$ cat config.mk
export PLATFORM = sky130hd
export DESIGN_NAME = prince_sbox_cms_sched
export DESIGN_NICKNAME = d
export VERILOG_FILES = /design/src/rtl/prince_sbox_cms_sched_pkg.sv /design/src/rtl/prince_sbox_cms_sched_vpipe.sv /design/src/rtl/prince_sbox_cms_sched.sv
export SDC_FILE = /design/constraint.sdc
export NUM_CORES = 1
export LEC_CHECK = 0
export BUFFER_PORTS_ARGS = -buffer_cell sky130_fd_sc_hd__buf_4
export CAP_MARGIN = 10
export CORE_AREA = 2 2 183 185
export DETAILED_ROUTE_END_ITERATION = 10
export DIE_AREA = 0 0 185 187
export GPL_TIMING_DRIVEN = 0
export SYNTH_ARGS = -nofsm -noshare
export SYNTH_HDL_FRONTEND = slang
export SYNTH_SLANG_ARGS = --single-unit
$ cat constraint.sdc
create_clock -name clk -period 6.6 [get_ports clk]
set_input_delay 1.65 -clock clk [delete_from_list [all_inputs] [get_ports clk]]
set_output_delay 1.65 -clock clk [all_outputs]
set_load 0.05 [all_outputs]
$ cat src/rtl/prince_sbox_cms_sched_pkg.sv
// Shared constants and types for the masked PRINCE S-box scheduler.
// Latency: n/a (package only).
// Backpressure: n/a (package only).
package prince_cms_pkg;

    localparam int NIB      = 16;  // nibbles per share
    localparam int SHARES   = 3;   // Boolean shares
    localparam int SBOX_LAT = 2;   // S-box pipeline depth, sb_in to sb_out

    // One nibble position across every share: {s2, s1, s0}
    typedef logic [SHARES*4-1:0] nib_sh_t;

    typedef enum logic [1:0] {
        IDLE,
        FEED,
        DRAIN,
        DONE
    } sched_st_e;

endpackage

$ cat src/rtl/prince_sbox_cms_sched_vpipe.sv
// Delay line of "nibble fed" flags matching the S-box pipeline depth.
// Latency: LAT cycles from fed to wb_fire.
// Backpressure: none; it shifts every cycle and clears on reset.
// Ports: clk, rst_n (async active-low), fed (a nibble enters the S-box this cycle),
//        wb_fire (the matching S-box result is on sb_out this cycle).
module prince_sched_vpipe #(
    parameter int LAT = 2
) (
    input  logic clk,
    input  logic rst_n,
    input  logic fed,
    output logic wb_fire
);

    logic [LAT-1:0] vpipe;

    always_ff @(posedge clk or negedge rst_n) begin
        if (!rst_n) begin
            vpipe <= '0;
        end else begin
            vpipe[0] <= fed;
            for (int i = 1; i < LAT; i++) begin
                vpipe[i] <= vpipe[i-1];
            end
        end
    end

    assign wb_fire = vpipe[LAT-1];

endmodule

$ cat src/rtl/prince_sbox_cms_sched.sv
// Streams a 3-share masked 64-bit PRINCE state through one pipelined CMS S-box, a nibble per cycle.
// Latency: out_valid is first seen by the downstream edge NIB+SBOX_LAT+1 cycles after acceptance.
// Backpressure: in_ready only in IDLE; out_state is held in DONE until out_ready.
// Ports: clk, rst_n (async active-low); in_valid/in_ready/in_state input handshake;
//        out_valid/out_ready/out_state output handshake; sb_in/sb_en/sb_out S-box interface; busy.
// Build option: SBOX_ISOLATE_EN zeroes sb_in outside FEED and drops sb_en in IDLE and DONE.
module prince_sbox_cms_sched
    import prince_cms_pkg::*;
(
    input  logic                     clk,
    input  logic                     rst_n,
    input  logic                     in_valid,
    output logic                     in_ready,
    input  logic [SHARES*4*NIB-1:0]  in_state,
    output logic                     out_valid,
    input  logic                     out_ready,
    output logic [SHARES*4*NIB-1:0]  out_state,
    output logic [SHARES*4-1:0]      sb_in,
    output logic                     sb_en,
    input  logic [SHARES*4-1:0]      sb_out,
    output logic                     busy
);

    localparam int SW = 4 * NIB;        // bits per share
    localparam int CW = $clog2(NIB);
    localparam logic [CW-1:0] LAST = CW'(NIB - 1);

    sched_st_e             st, st_nx;
    logic [SHARES*SW-1:0]  buffer;
    logic [CW-1:0]         feed_cnt;
    logic [CW-1:0]         wb_cnt;
    logic                  wb_fire;
    logic                  accept;
    nib_sh_t               cur_nib;

    assign accept = in_valid && in_ready;

    // Nibble mux: each share selects its own nibble; shares never mix.
    always_comb begin
        cur_nib = '0;
        for (int s = 0; s < SHARES; s++) begin
            cur_nib[s*4 +: 4] = buffer[s*SW + int'(feed_cnt)*4 +: 4];
        end
    end

    prince_sched_vpipe #(.LAT(SBOX_LAT)) u_vpipe (
        .clk     (clk),
        .rst_n   (rst_n),
        .fed     (st == FEED),
        .wb_fire (wb_fire)
    );

    always_ff @(posedge clk or negedge rst_n) begin
        if (!rst_n) begin
            st <= IDLE;
        end else begin
            st <= st_nx;
        end
    end

    always_comb begin
        st_nx = st;
        case (st)
            IDLE:    if (accept) st_nx = FEED;
            FEED:    if (feed_cnt == LAST) st_nx = DRAIN;
            DRAIN:   if (wb_fire && wb_cnt == LAST) st_nx = DONE;
            DONE:    if (out_ready) st_nx = IDLE;
            default: st_nx = IDLE;
        endcase
    end

    // Counters hold at LAST instead of wrapping; write-back trails the feed by
    // the S-box depth, so the nibble being rewritten was read long ago.
    always_ff @(posedge clk or negedge rst_n) begin
        if (!rst_n) begin
            buffer   <= '0;
            feed_cnt <= '0;
            wb_cnt   <= '0;
        end else if (accept) begin
            buffer   <= in_state;
            feed_cnt <= '0;
            wb_cnt   <= '0;
        end else begin
            if (st == FEED && feed_cnt != LAST) begin
                feed_cnt <= feed_cnt + 1'b1;
            end
            if (wb_fire) begin
                for (int s = 0; s < SHARES; s++) begin
                    buffer[s*SW + int'(wb_cnt)*4 +: 4] <= sb_out[s*4 +: 4];
                end
                if (wb_cnt != LAST) begin
                    wb_cnt <= wb_cnt + 1'b1;
                end
            end
        end
    end

    // rst_n gating keeps in_ready low while reset is applied.
    assign in_ready  = rst_n && (st == IDLE);
    assign out_valid = (st == DONE);
    assign out_state = buffer;
    assign busy      = (st == FEED) || (st == DRAIN);

`ifdef SBOX_ISOLATE_EN
    assign sb_in = (st == FEED) ? cur_nib : '0;
    assign sb_en = (st == FEED) || (st == DRAIN);
`else
    assign sb_in = cur_nib;
    assign sb_en = rst_n;
`endif

endmodule
==> impl_metrics.prom, run 1 <==
# TYPE chip_impl_metric gauge
chip_impl_info{name="status",value="complete, no violations"} 1
chip_impl_metric{name="die_area",unit="mm2"} 0.0346
chip_impl_info{name="unrepaired_setup_endpoints_after_global_routing",value="no"} 1
chip_impl_metric{name="hold_buffers",unit=""} 0
chip_impl_metric{name="timing.hold.worst_path_depth",unit=""} 0
chip_impl_metric{name="post_cts.repair.setup_buffers",unit=""} 0
chip_impl_metric{name="ys_seq_elements",unit=""} 204
chip_impl_metric{name="filler_instances",unit=""} 3202
chip_impl_metric{name="comb_power_share",unit="%"} 68.2
chip_impl_metric{name="viasPerCell",unit=""} 6.43
chip_impl_metric{name="synthesis.yosys.warnings",unit=""} 0
chip_impl_info{name="worst_r2r_startpoint",value="wb_cnt[0]"} 1
chip_impl_metric{name="p_leak",unit="nW"} 7.53
chip_impl_metric{name="hpwl",unit="mm"} 58.1
chip_impl_metric{name="start_util",unit="%"} 39.3
chip_impl_metric{name="clock_sink_count",unit=""} 204
chip_impl_metric{name="reg2regPathDepth",unit=""} 12
chip_impl_metric{name="detailroute.via_count",unit=""} 14885
chip_impl_metric{name="mappedNetlistArea",unit="mm2"} 0.0129
chip_impl_info{name="crit_end",value="out_state[120]"} 1
chip_impl_info{name="holdCritPathClass",value="register to register"} 1
chip_impl_metric{name="wirelength",unit="mm"} 74.1
chip_impl_info{name="layout.cells.most_common",value="buf_4"} 1
chip_impl_metric{name="globalRouteTotalUtil",unit="%"} 41.8
chip_impl_metric{name="drive_above_1_share",unit="%"} 32.2
chip_impl_metric{name="yosysTopAreaCellShare",unit="%"} 39.5
chip_impl_metric{name="critical_path_peak_fanout",unit=""} 10
chip_impl_info{name="synth_top_cells_by_area",value="dfrtp_1, mux4_2, nand2_1"} 1
chip_impl_info{name="root_buffer",value="clkbuf_16"} 1
chip_impl_metric{name="ys_seq_area_share",unit="%"} 39.5
chip_impl_metric{name="relSlewSlack",unit="%"} 9.85
chip_impl_metric{name="antenna_violations_before_repair",unit=""} 2
chip_impl_metric{name="design.portCount",unit=""} 416
chip_impl_metric{name="critical_path_rt",unit="ns"} 7.05
chip_impl_info{name="regToRegEndpoint",value="out_state[120]"} 1
chip_impl_metric{name="swShare",unit="%"} 58.5
chip_impl_metric{name="cts.clk_slew.worst_paths",unit="ns"} 0.07
chip_impl_metric{name="drt_first_pass_iters",unit=""} 5
chip_impl_info{name="tritoncts",value="yes"} 1
chip_impl_metric{name="antenna_left",unit=""} 0
chip_impl_metric{name="grt_pass1_vias",unit=""} 14342
chip_impl_metric{name="internal_power",unit="mW"} 4.97
chip_impl_metric{name="die_height",unit="um"} 187
chip_impl_metric{name="net_count_after_synthesis",unit=""} 1626
chip_impl_metric{name="r2r_slack",unit="ns"} 1.66
chip_impl_metric{name="drc",unit=""} 0
chip_impl_metric{name="setup-tns-final",unit="ns"} 0
chip_impl_info{name="critical_path.startpoint_type",value="register"} 1
chip_impl_metric{name="die_w",unit="um"} 185
chip_impl_metric{name="grt_pass1_wl",unit="mm"} 103
chip_impl_info{name="cp_endpoint_kind",value="register"} 1
chip_impl_info{name="criticalPathCategory",value="register to register"} 1
chip_impl_metric{name="clock_latency",unit="ns"} 0.55
chip_impl_metric{name="grt_max_degree",unit=""} 106
chip_impl_metric{name="cell_row_count",unit=""} 67
chip_impl_metric{name="dpl_cell_area",unit="mm2"} 0.0166
chip_impl_metric{name="power_density",unit="mW/mm2"} 688
chip_impl_metric{name="post_synth.cell_area_avg",unit="um2"} 9.20
chip_impl_metric{name="final-setup-viol-count",unit=""} 0
chip_impl_metric{name="wire_per_inst",unit="um"} 32.0
chip_impl_metric{name="numCtsBuffers",unit=""} 24
chip_impl_metric{name="worst_slew_pin_slew",unit="ns"} 1.31
chip_impl_metric{name="gp_congestion",unit=""} 1.06
chip_impl_metric{name="io_buffer_count",unit=""} 414
chip_impl_metric{name="skew",unit="ns"} 0.0158
chip_impl_metric{name="fin_crit_sh",unit="%"} 74.8
chip_impl_metric{name="number_of_different_library_cells_in_the_post_synthesis_netlist",unit=""} 71
chip_impl_info{name="synth.largest_area_cell",value="dfrtp_1"} 1
chip_impl_metric{name="slew_viol_final",unit=""} 0
chip_impl_info{name="layout.cells.most_common_list",value="buf_4, dfrtp_1, nand2_1"} 1
chip_impl_metric{name="core_area",unit="mm2"} 0.0329
chip_impl_metric{name="final_hold_vios",unit=""} 0
chip_impl_metric{name="total_switching_power",unit="mW"} 7.02
chip_impl_metric{name="first_iter_violations",unit=""} 1613
chip_impl_metric{name="synthArstFlopShare",unit="%"} 100
chip_impl_metric{name="area_growth_syn_to_layout",unit="%"} 34.9
chip_impl_metric{name="critical_path_arrival",unit="ns"} 5.39
chip_impl_metric{name="drv.max_cap_violation_count",unit=""} 0
chip_impl_metric{name="number_of_enable_type_register_cells_in_the_synthesized_netlist",unit=""} 0
chip_impl_metric{name="grt_overflow_total",unit=""} 0
chip_impl_metric{name="final_nets",unit=""} 2070
chip_impl_info{name="ys.flop_type",value="dfrtp_1"} 1
chip_impl_metric{name="power_frac_seq",unit="%"} 20.7
chip_impl_metric{name="syn_inst",unit=""} 1404
chip_impl_metric{name="irDropWorstVdd",unit="V"} 0.000506
chip_impl_metric{name="cts_resized",unit=""} 0
chip_impl_metric{name="ctsLongestPathBuffers",unit=""} 3
chip_impl_metric{name="postLayoutCellArea",unit="mm2"} 0.0174
chip_impl_info{name="setup.worst_path.start",value="wb_cnt[0]"} 1
chip_impl_metric{name="number_of_h_tree_levels",unit=""} 1
chip_impl_metric{name="max_freq",unit="GHz"} 0.203
chip_impl_metric{name="clkPwrFrac",unit="%"} 11.1
chip_impl_metric{name="fin_crit",unit="ns"} 4.94
==> area by class of cell <==
class                   instances  area (um2)  share of cell area, %
flip-flops and latches        204        5100                   29.3
repair buffers                418        3180                   18.2
inverters                      14        52.6                  0.301
multi-input cells            1080        7320                   42.0
clock inverters                 2        21.3                  0.122
plain buffers                 106         448                   2.57
clock buffers                  40         741                   4.25
diodes                          2        5.00                 0.0287
well taps                     448         561                   3.22
==> registers in the layout, indices dropped and copies added, names as in the netlist <==
name and count:
feed_cnt 4, out_state 192, st 2, u_vpipe.vpipe 2, wb_cnt 4
==> logic make-up (layout without fill, tap and decap cells) <==
family                   after synthesis  in the layout  synth area share, %
buffers and inverters                120            580                 3.87
AND/OR/NAND/NOR                      517            517                 18.6
AO/OA/AOI/OAI                        414            414                 20.2
XOR/XNOR                               5              5                0.339
other                                  0              2                    0
adder cells (fa/ha/maj)               14             14                 1.36
multiplexers                         130            130                 16.1
flip-flops                           204            204                 39.5
==> power groups by stage <==
stage | sequential, mW | combinational (mW) | clock, mW
finish | 2.48 | 8.18 | 1.33
global route | 2.52 | 8.38 | 1.38
CTS | 2.45 | 7.96 | 1.32
detailed placement | 2.47 | 7.94 | 0
global placement | 2.46 | 7.91 | 0
floorplan | 4.07 | 3.26 | 0
==> worst min-delay path by stage <==
stage | start | slack [ns] | endpoint
after floorplan | u_vpipe.vpipe[0] | 0.33 | u_vpipe.vpipe[1]
after global placement | u_vpipe.vpipe[0] | 0.34 | u_vpipe.vpipe[1]
after detailed placement | u_vpipe.vpipe[0] | 0.34 | u_vpipe.vpipe[1]
after CTS | u_vpipe.vpipe[0] | 0.35 | u_vpipe.vpipe[1]
after global routing | u_vpipe.vpipe[0] | 0.35 | u_vpipe.vpipe[1]
final | u_vpipe.vpipe[0] | 0.35 | u_vpipe.vpipe[1]
==> cell usage after synthesis, types with 12 or more instances <==
cell / number
dfrtp_1: 204
nand2_1: 174
nor2_1: 143
o21ai_0: 119
a21oi_1: 103
nand3_1: 63
mux4_2: 60
clkbuf_1: 56
mux2i_1: 43
buf_2: 37
a22oi_1: 29
mux2_2: 27
o211ai_1: 23
nor3_1: 19
nor4_1: 19
nand4_1: 18
a221o_1: 17
o22ai_1: 17
o21ai_1: 16
a31oi_1: 15
ha_1: 14
inv_1: 14
nor2b_1: 14
buf_1: 12
==> per-layer routing <==
layer	wire length, um	share of wire [%]	GRT usage, %	vias to the layer above
li1	-	-	-	6139
met1	28700	39	55.7	7387
met2	32300	44	63.0	1152
met3	8740	12	10.8	207
met4	4400	5.9	21.2	0
met5	0	0	0	-
==> through the flow <==
| step | setup slack [ns] | total power [mW] | hold WS (ns) | cells | util [%] |
|---|---|---|---|---|---|
| 2_1_floorplan | 2.89 | 7.33 | 0.331 | 1404 | - |
| 3_3_place_gp | 0.219 | 10.4 | 0.335 | 2266 | 50.5 |
| 3_5_place_dp | 1.68 | 10.4 | 0.337 | 2268 | 50.6 |
| 4_1_cts | 1.68 | 11.7 | 0.351 | 2310 | 53.0 |
| 5_1_grt | 1.52 | 12.3 | 0.354 | 2313 | 53.0 |
| 6_report | 1.66 | 12.0 | 0.353 | 2314 | 53.0 |
==> critical path: stages, from the launching register on <==
cell and delay (ns):
dfrtp_1 0.41, buf_2 0.31, clkbuf_1 0.54, buf_1 0.69
nor3_1 0.10, ha_1 0.32, buf_2 0.22, buf_2 0.23
nor3b_1 0.87, o211ai_1 0.55, nor4_1 0.31, a21oi_1 0.07
o21ai_0 0.18
(Power assumes the default switching activity.)
==> run 2: changes to the inputs <==
--- a/config.mk
+++ b/config.mk
@@ -5,11 +5,12 @@
 export SDC_FILE = /design/constraint.sdc
 export NUM_CORES = 1
 export LEC_CHECK = 0
+export ABC_AREA = 1
 export BUFFER_PORTS_ARGS = -buffer_cell sky130_fd_sc_hd__buf_4
 export CAP_MARGIN = 10
-export CORE_AREA = 2 2 183 185
+export CORE_AREA = 2 2 195 197
 export DETAILED_ROUTE_END_ITERATION = 10
-export DIE_AREA = 0 0 185 187
+export DIE_AREA = 0 0 197 199
 export GPL_TIMING_DRIVEN = 0
 export SYNTH_ARGS = -nofsm -noshare
 export SYNTH_HDL_FRONTEND = slang
==> constraint.sdc (replaced) <==
create_clock -name clk -period 5.1 [get_ports clk]
set_input_delay 1.275 -clock clk [delete_from_list [all_inputs] [get_ports clk]]
set_output_delay 1.275 -clock clk [all_outputs]
set_load 0.05 [all_outputs]
==> run 2 against run 1 <==
Against the previous run: the flow now finishes with violations (negative setup slack); combinational power is 36% higher; count of clock-buffer cells in the layout shrank 11; sequential share of layout area shrank 2.9 points; core utilization fell by 0.89 points; critical path depth decreased by 5; die area grew 13%; largest cell class unchanged; highest routed layer is now met5.
==> impl_metrics.prom, run 2 <==
# TYPE chip_impl_metric gauge
chip_impl_metric{name="core_area",unit="mm2"} 0.0371
chip_impl_metric{name="drc",unit=""} 0
chip_impl_info{name="synth_top_cells_by_area",value="dfrtp_1, nand2_1, o21ai_0"} 1
chip_impl_info{name="synthMostInstantiatedCell",value="nand2_1"} 1
chip_impl_info{name="ys.flop_type",value="dfrtp_1"} 1
chip_impl_metric{name="io_buffer_count",unit=""} 415
chip_impl_info{name="status",value="complete, but fails checks"} 1
chip_impl_metric{name="final_hold_vios",unit=""} 0
chip_impl_metric{name="clkPwrFrac",unit="%"} 11.9
chip_impl_metric{name="critical_path_peak_fanout",unit=""} 10
chip_impl_metric{name="number_of_h_tree_levels",unit=""} 1
chip_impl_metric{name="detailroute.via_count",unit=""} 20192
chip_impl_info{name="ys_top_cells_by_count",value="nand2_1, o21ai_0, nor2_1, dfrtp_1, inv_1"} 1
chip_impl_metric{name="post_cts.repair.setup_buffers",unit=""} 0
chip_impl_metric{name="final.setup.worst_slack",unit="ns"} -0.149
chip_impl_metric{name="fin_total_pwr",unit="mW"} 16.0
chip_impl_metric{name="die_height",unit="um"} 199
chip_impl_metric{name="grt_pass1_vias",unit=""} 19007
chip_impl_metric{name="largest_register_ffs",unit=""} 192
chip_impl_info{name="layout.cells.most_common",value="nand2_1"} 1
chip_impl_metric{name="wire_per_inst",unit="um"} 32.4
chip_impl_metric{name="syn_inst",unit=""} 2198
chip_impl_metric{name="fin_crit_sh",unit="%"} 103
chip_impl_metric{name="yosysTopAreaCellShare",unit="%"} 34.6
chip_impl_metric{name="clock_sink_count",unit=""} 204
chip_impl_metric{name="antenna_left",unit=""} 0
chip_impl_metric{name="die_w",unit="um"} 197
chip_impl_metric{name="drive_above_1_share",unit="%"} 23.2
chip_impl_metric{name="numCtsBuffers",unit=""} 24
chip_impl_metric{name="total_switching_power",unit="mW"} 10.2
chip_impl_metric{name="area_growth_syn_to_layout",unit="%"} 31.4
chip_impl_metric{name="fin_crit",unit="ns"} 5.25
chip_impl_metric{name="ctsLongestPathBuffers",unit=""} 3
chip_impl_metric{name="cts_resized",unit=""} 0
chip_impl_metric{name="final_nets",unit=""} 2865
chip_impl_metric{name="multiInputGateArea",unit="mm2"} 0.00826
chip_impl_metric{name="critical_path_rt",unit="ns"} 3.83
chip_impl_metric{name="drv.max_cap_violation_count",unit=""} 0
chip_impl_metric{name="final-setup-viol-count",unit=""} 1
chip_impl_metric{name="cell_row_count",unit=""} 71
chip_impl_info{name="layout.cells.most_common_list",value="nand2_1, buf_4, o21ai_0"} 1
chip_impl_metric{name="grt_overflow_total",unit=""} 0
chip_impl_metric{name="die_area",unit="mm2"} 0.0392
chip_impl_metric{name="synthArstFlopShare",unit="%"} 100
chip_impl_metric{name="design.portCount",unit=""} 416
chip_impl_info{name="root_buffer",value="clkbuf_16"} 1
chip_impl_metric{name="skew",unit="ns"} 0.0164
chip_impl_metric{name="power_density",unit="mW/mm2"} 826
chip_impl_metric{name="start_util",unit="%"} 39.7
chip_impl_metric{name="drt_first_pass_iters",unit=""} 7
chip_impl_info{name="critical_path.startpoint_type",value="register"} 1
chip_impl_metric{name="ys_seq_elements",unit=""} 204
chip_impl_metric{name="dp_cells",unit=""} 3090
chip_impl_info{name="violations",value="negative setup slack"} 1
chip_impl_metric{name="filler_instances",unit=""} 3653
chip_impl_metric{name="irDropWorstVdd",unit="V"} 0.000537
chip_impl_metric{name="internal_power",unit="mW"} 5.83
chip_impl_metric{name="antenna_violations_before_repair",unit=""} 7
chip_impl_metric{name="cts.clk_slew.worst_paths",unit="ns"} 0.06
chip_impl_metric{name="mappedNetlistArea",unit="mm2"} 0.0147
chip_impl_metric{name="post_synth.cell_area_avg",unit="um2"} 6.70
chip_impl_metric{name="globalRouteTotalUtil",unit="%"} 50.3
chip_impl_metric{name="comb_power_share",unit="%"} 69.4
chip_impl_metric{name="critical_path_arrival",unit="ns"} 3.97
chip_impl_metric{name="worst_slew_pin_slew",unit="ns"} 1.35
chip_impl_info{name="criticalPathCategory",value="register to output port"} 1
chip_impl_info{name="holdCritPathClass",value="register to register"} 1
chip_impl_metric{name="gp_congestion",unit=""} 1.06
chip_impl_metric{name="viasPerCell",unit=""} 6.43
chip_impl_metric{name="grt_pass1_wl",unit="mm"} 137
chip_impl_metric{name="synthesis.yosys.warnings",unit=""} 0
chip_impl_info{name="unrepaired_setup_endpoints_after_global_routing",value="no"} 1
chip_impl_metric{name="net_count_after_synthesis",unit=""} 2420
chip_impl_metric{name="ys_seq_area_share",unit="%"} 34.6
chip_impl_info{name="tritoncts",value="yes"} 1
chip_impl_metric{name="number_of_different_library_cells_in_the_post_synthesis_netlist",unit=""} 44
chip_impl_metric{name="number_of_enable_type_register_cells_in_the_synthesized_netlist",unit=""} 0
chip_impl_info{name="synth.largest_area_cell",value="dfrtp_1"} 1
chip_impl_metric{name="final_cell_count_no_fill",unit=""} 3139
chip_impl_metric{name="p_leak",unit="nW"} 9.20
chip_impl_metric{name="power_frac_seq",unit="%"} 18.7
chip_impl_metric{name="relSlewSlack",unit="%"} 9.86
chip_impl_metric{name="wirelength",unit="mm"} 102
chip_impl_metric{name="slew_viol_final",unit=""} 0
chip_impl_metric{name="max_freq",unit="GHz"} 0.191
chip_impl_metric{name="hold_buffers",unit=""} 0
chip_impl_metric{name="first_iter_violations",unit=""} 2925
chip_impl_metric{name="grt_max_degree",unit=""} 117
chip_impl_metric{name="register_area",unit="mm2"} 0.00510
chip_impl_metric{name="clock_latency",unit="ns"} 0.56
chip_impl_metric{name="hpwl",unit="mm"} 79.5
chip_impl_metric{name="setup-tns-final",unit="ns"} -0.149
chip_impl_info{name="cp_endpoint_kind",value="output port"} 1
chip_impl_metric{name="swShare",unit="%"} 63.6
-- run 2: metal layers --
layer / GRT usage, % / share of wire, % / wire, um / up-vias
li1: - / - / - / 8370
met1: 59.1 / 35 / 35400 / 9423
met2: 76.4 / 43 / 43400 / 1888
met3: 16.0 / 13 / 13300 / 505
met4: 39.3 / 9.3 / 9400 / 6
met5: 0 / 0.040 / 41 / -
-- run 2: power groups by stage --
stage	sequential, mW	clock, mW	combinational [mW]
CTS	2.94	1.87	10.6
global route	3.02	1.94	11.3
floorplan	4.71	0	4.27
finish	3.00	1.90	11.1
global placement	2.94	0	10.5
detailed placement	2.96	0	10.6
-- run 2: critical path, stage by stage, from the launching register on --
cell      delay, ns
dfrtp_1        0.41
clkbuf_1       0.64
clkbuf_1       1.06
o21ai_0        0.30
o221ai_1       0.29
nand3_1        0.26
nand3_1        0.23
buf_4          0.22
-- run 2: path summary, 6_finish.rpt --
check / slack, ns / cells after the start / to / startpoint
max: -0.15 / 7 / sb_in[3] / feed_cnt[1]
min: 0.37 / 0 / u_vpipe.vpipe[1] / u_vpipe.vpipe[0]
max reg2reg: 0.87 / 14 / out_state[19] / wb_cnt[0]
min reg2reg: 0.37 / 0 / u_vpipe.vpipe[1] / u_vpipe.vpipe[0]
max in group asynchronous: 3.28 / 2 / out_state[114] / rst_n
min in group asynchronous: 0.73 / 1 / out_state[129] / rst_n
-- run 2: kinds of logic after synthesis --
family	share of synthesized area (%)
AO/OA/AOI/OAI	25.5
flip-flops	34.6
AND/OR/NAND/NOR	29.3
buffers and inverters	9.32
adder cells (fa/ha/maj)	1.19
-- run 2: cell type report --
type,instances,area share [%]
Antenna cell,4,0.0517
Buffer,132,3.33
Clock buffer,29,3.35
Clock inverter,15,0.982
Inverter,193,3.76
Multi-Input combinational cell,1669,42.7
Sequential cell,204,26.4
Tap cell,474,3.06
Timing Repair Buffer,419,16.4
-- run 2: metrics by stage --
stage          worst slack, ns  util (%)  instance area (um2)  hold slack (ns)
2_1_floorplan             2.02         -                14700            0.331
3_3_place_gp            -0.577      49.7                18400            0.336
3_5_place_dp             0.730      49.8                18500            0.336
4_1_cts                  0.164      52.1                19300            0.364
5_1_grt                 0.0930      52.1                19400            0.383
6_report                -0.149      52.2                19400            0.366
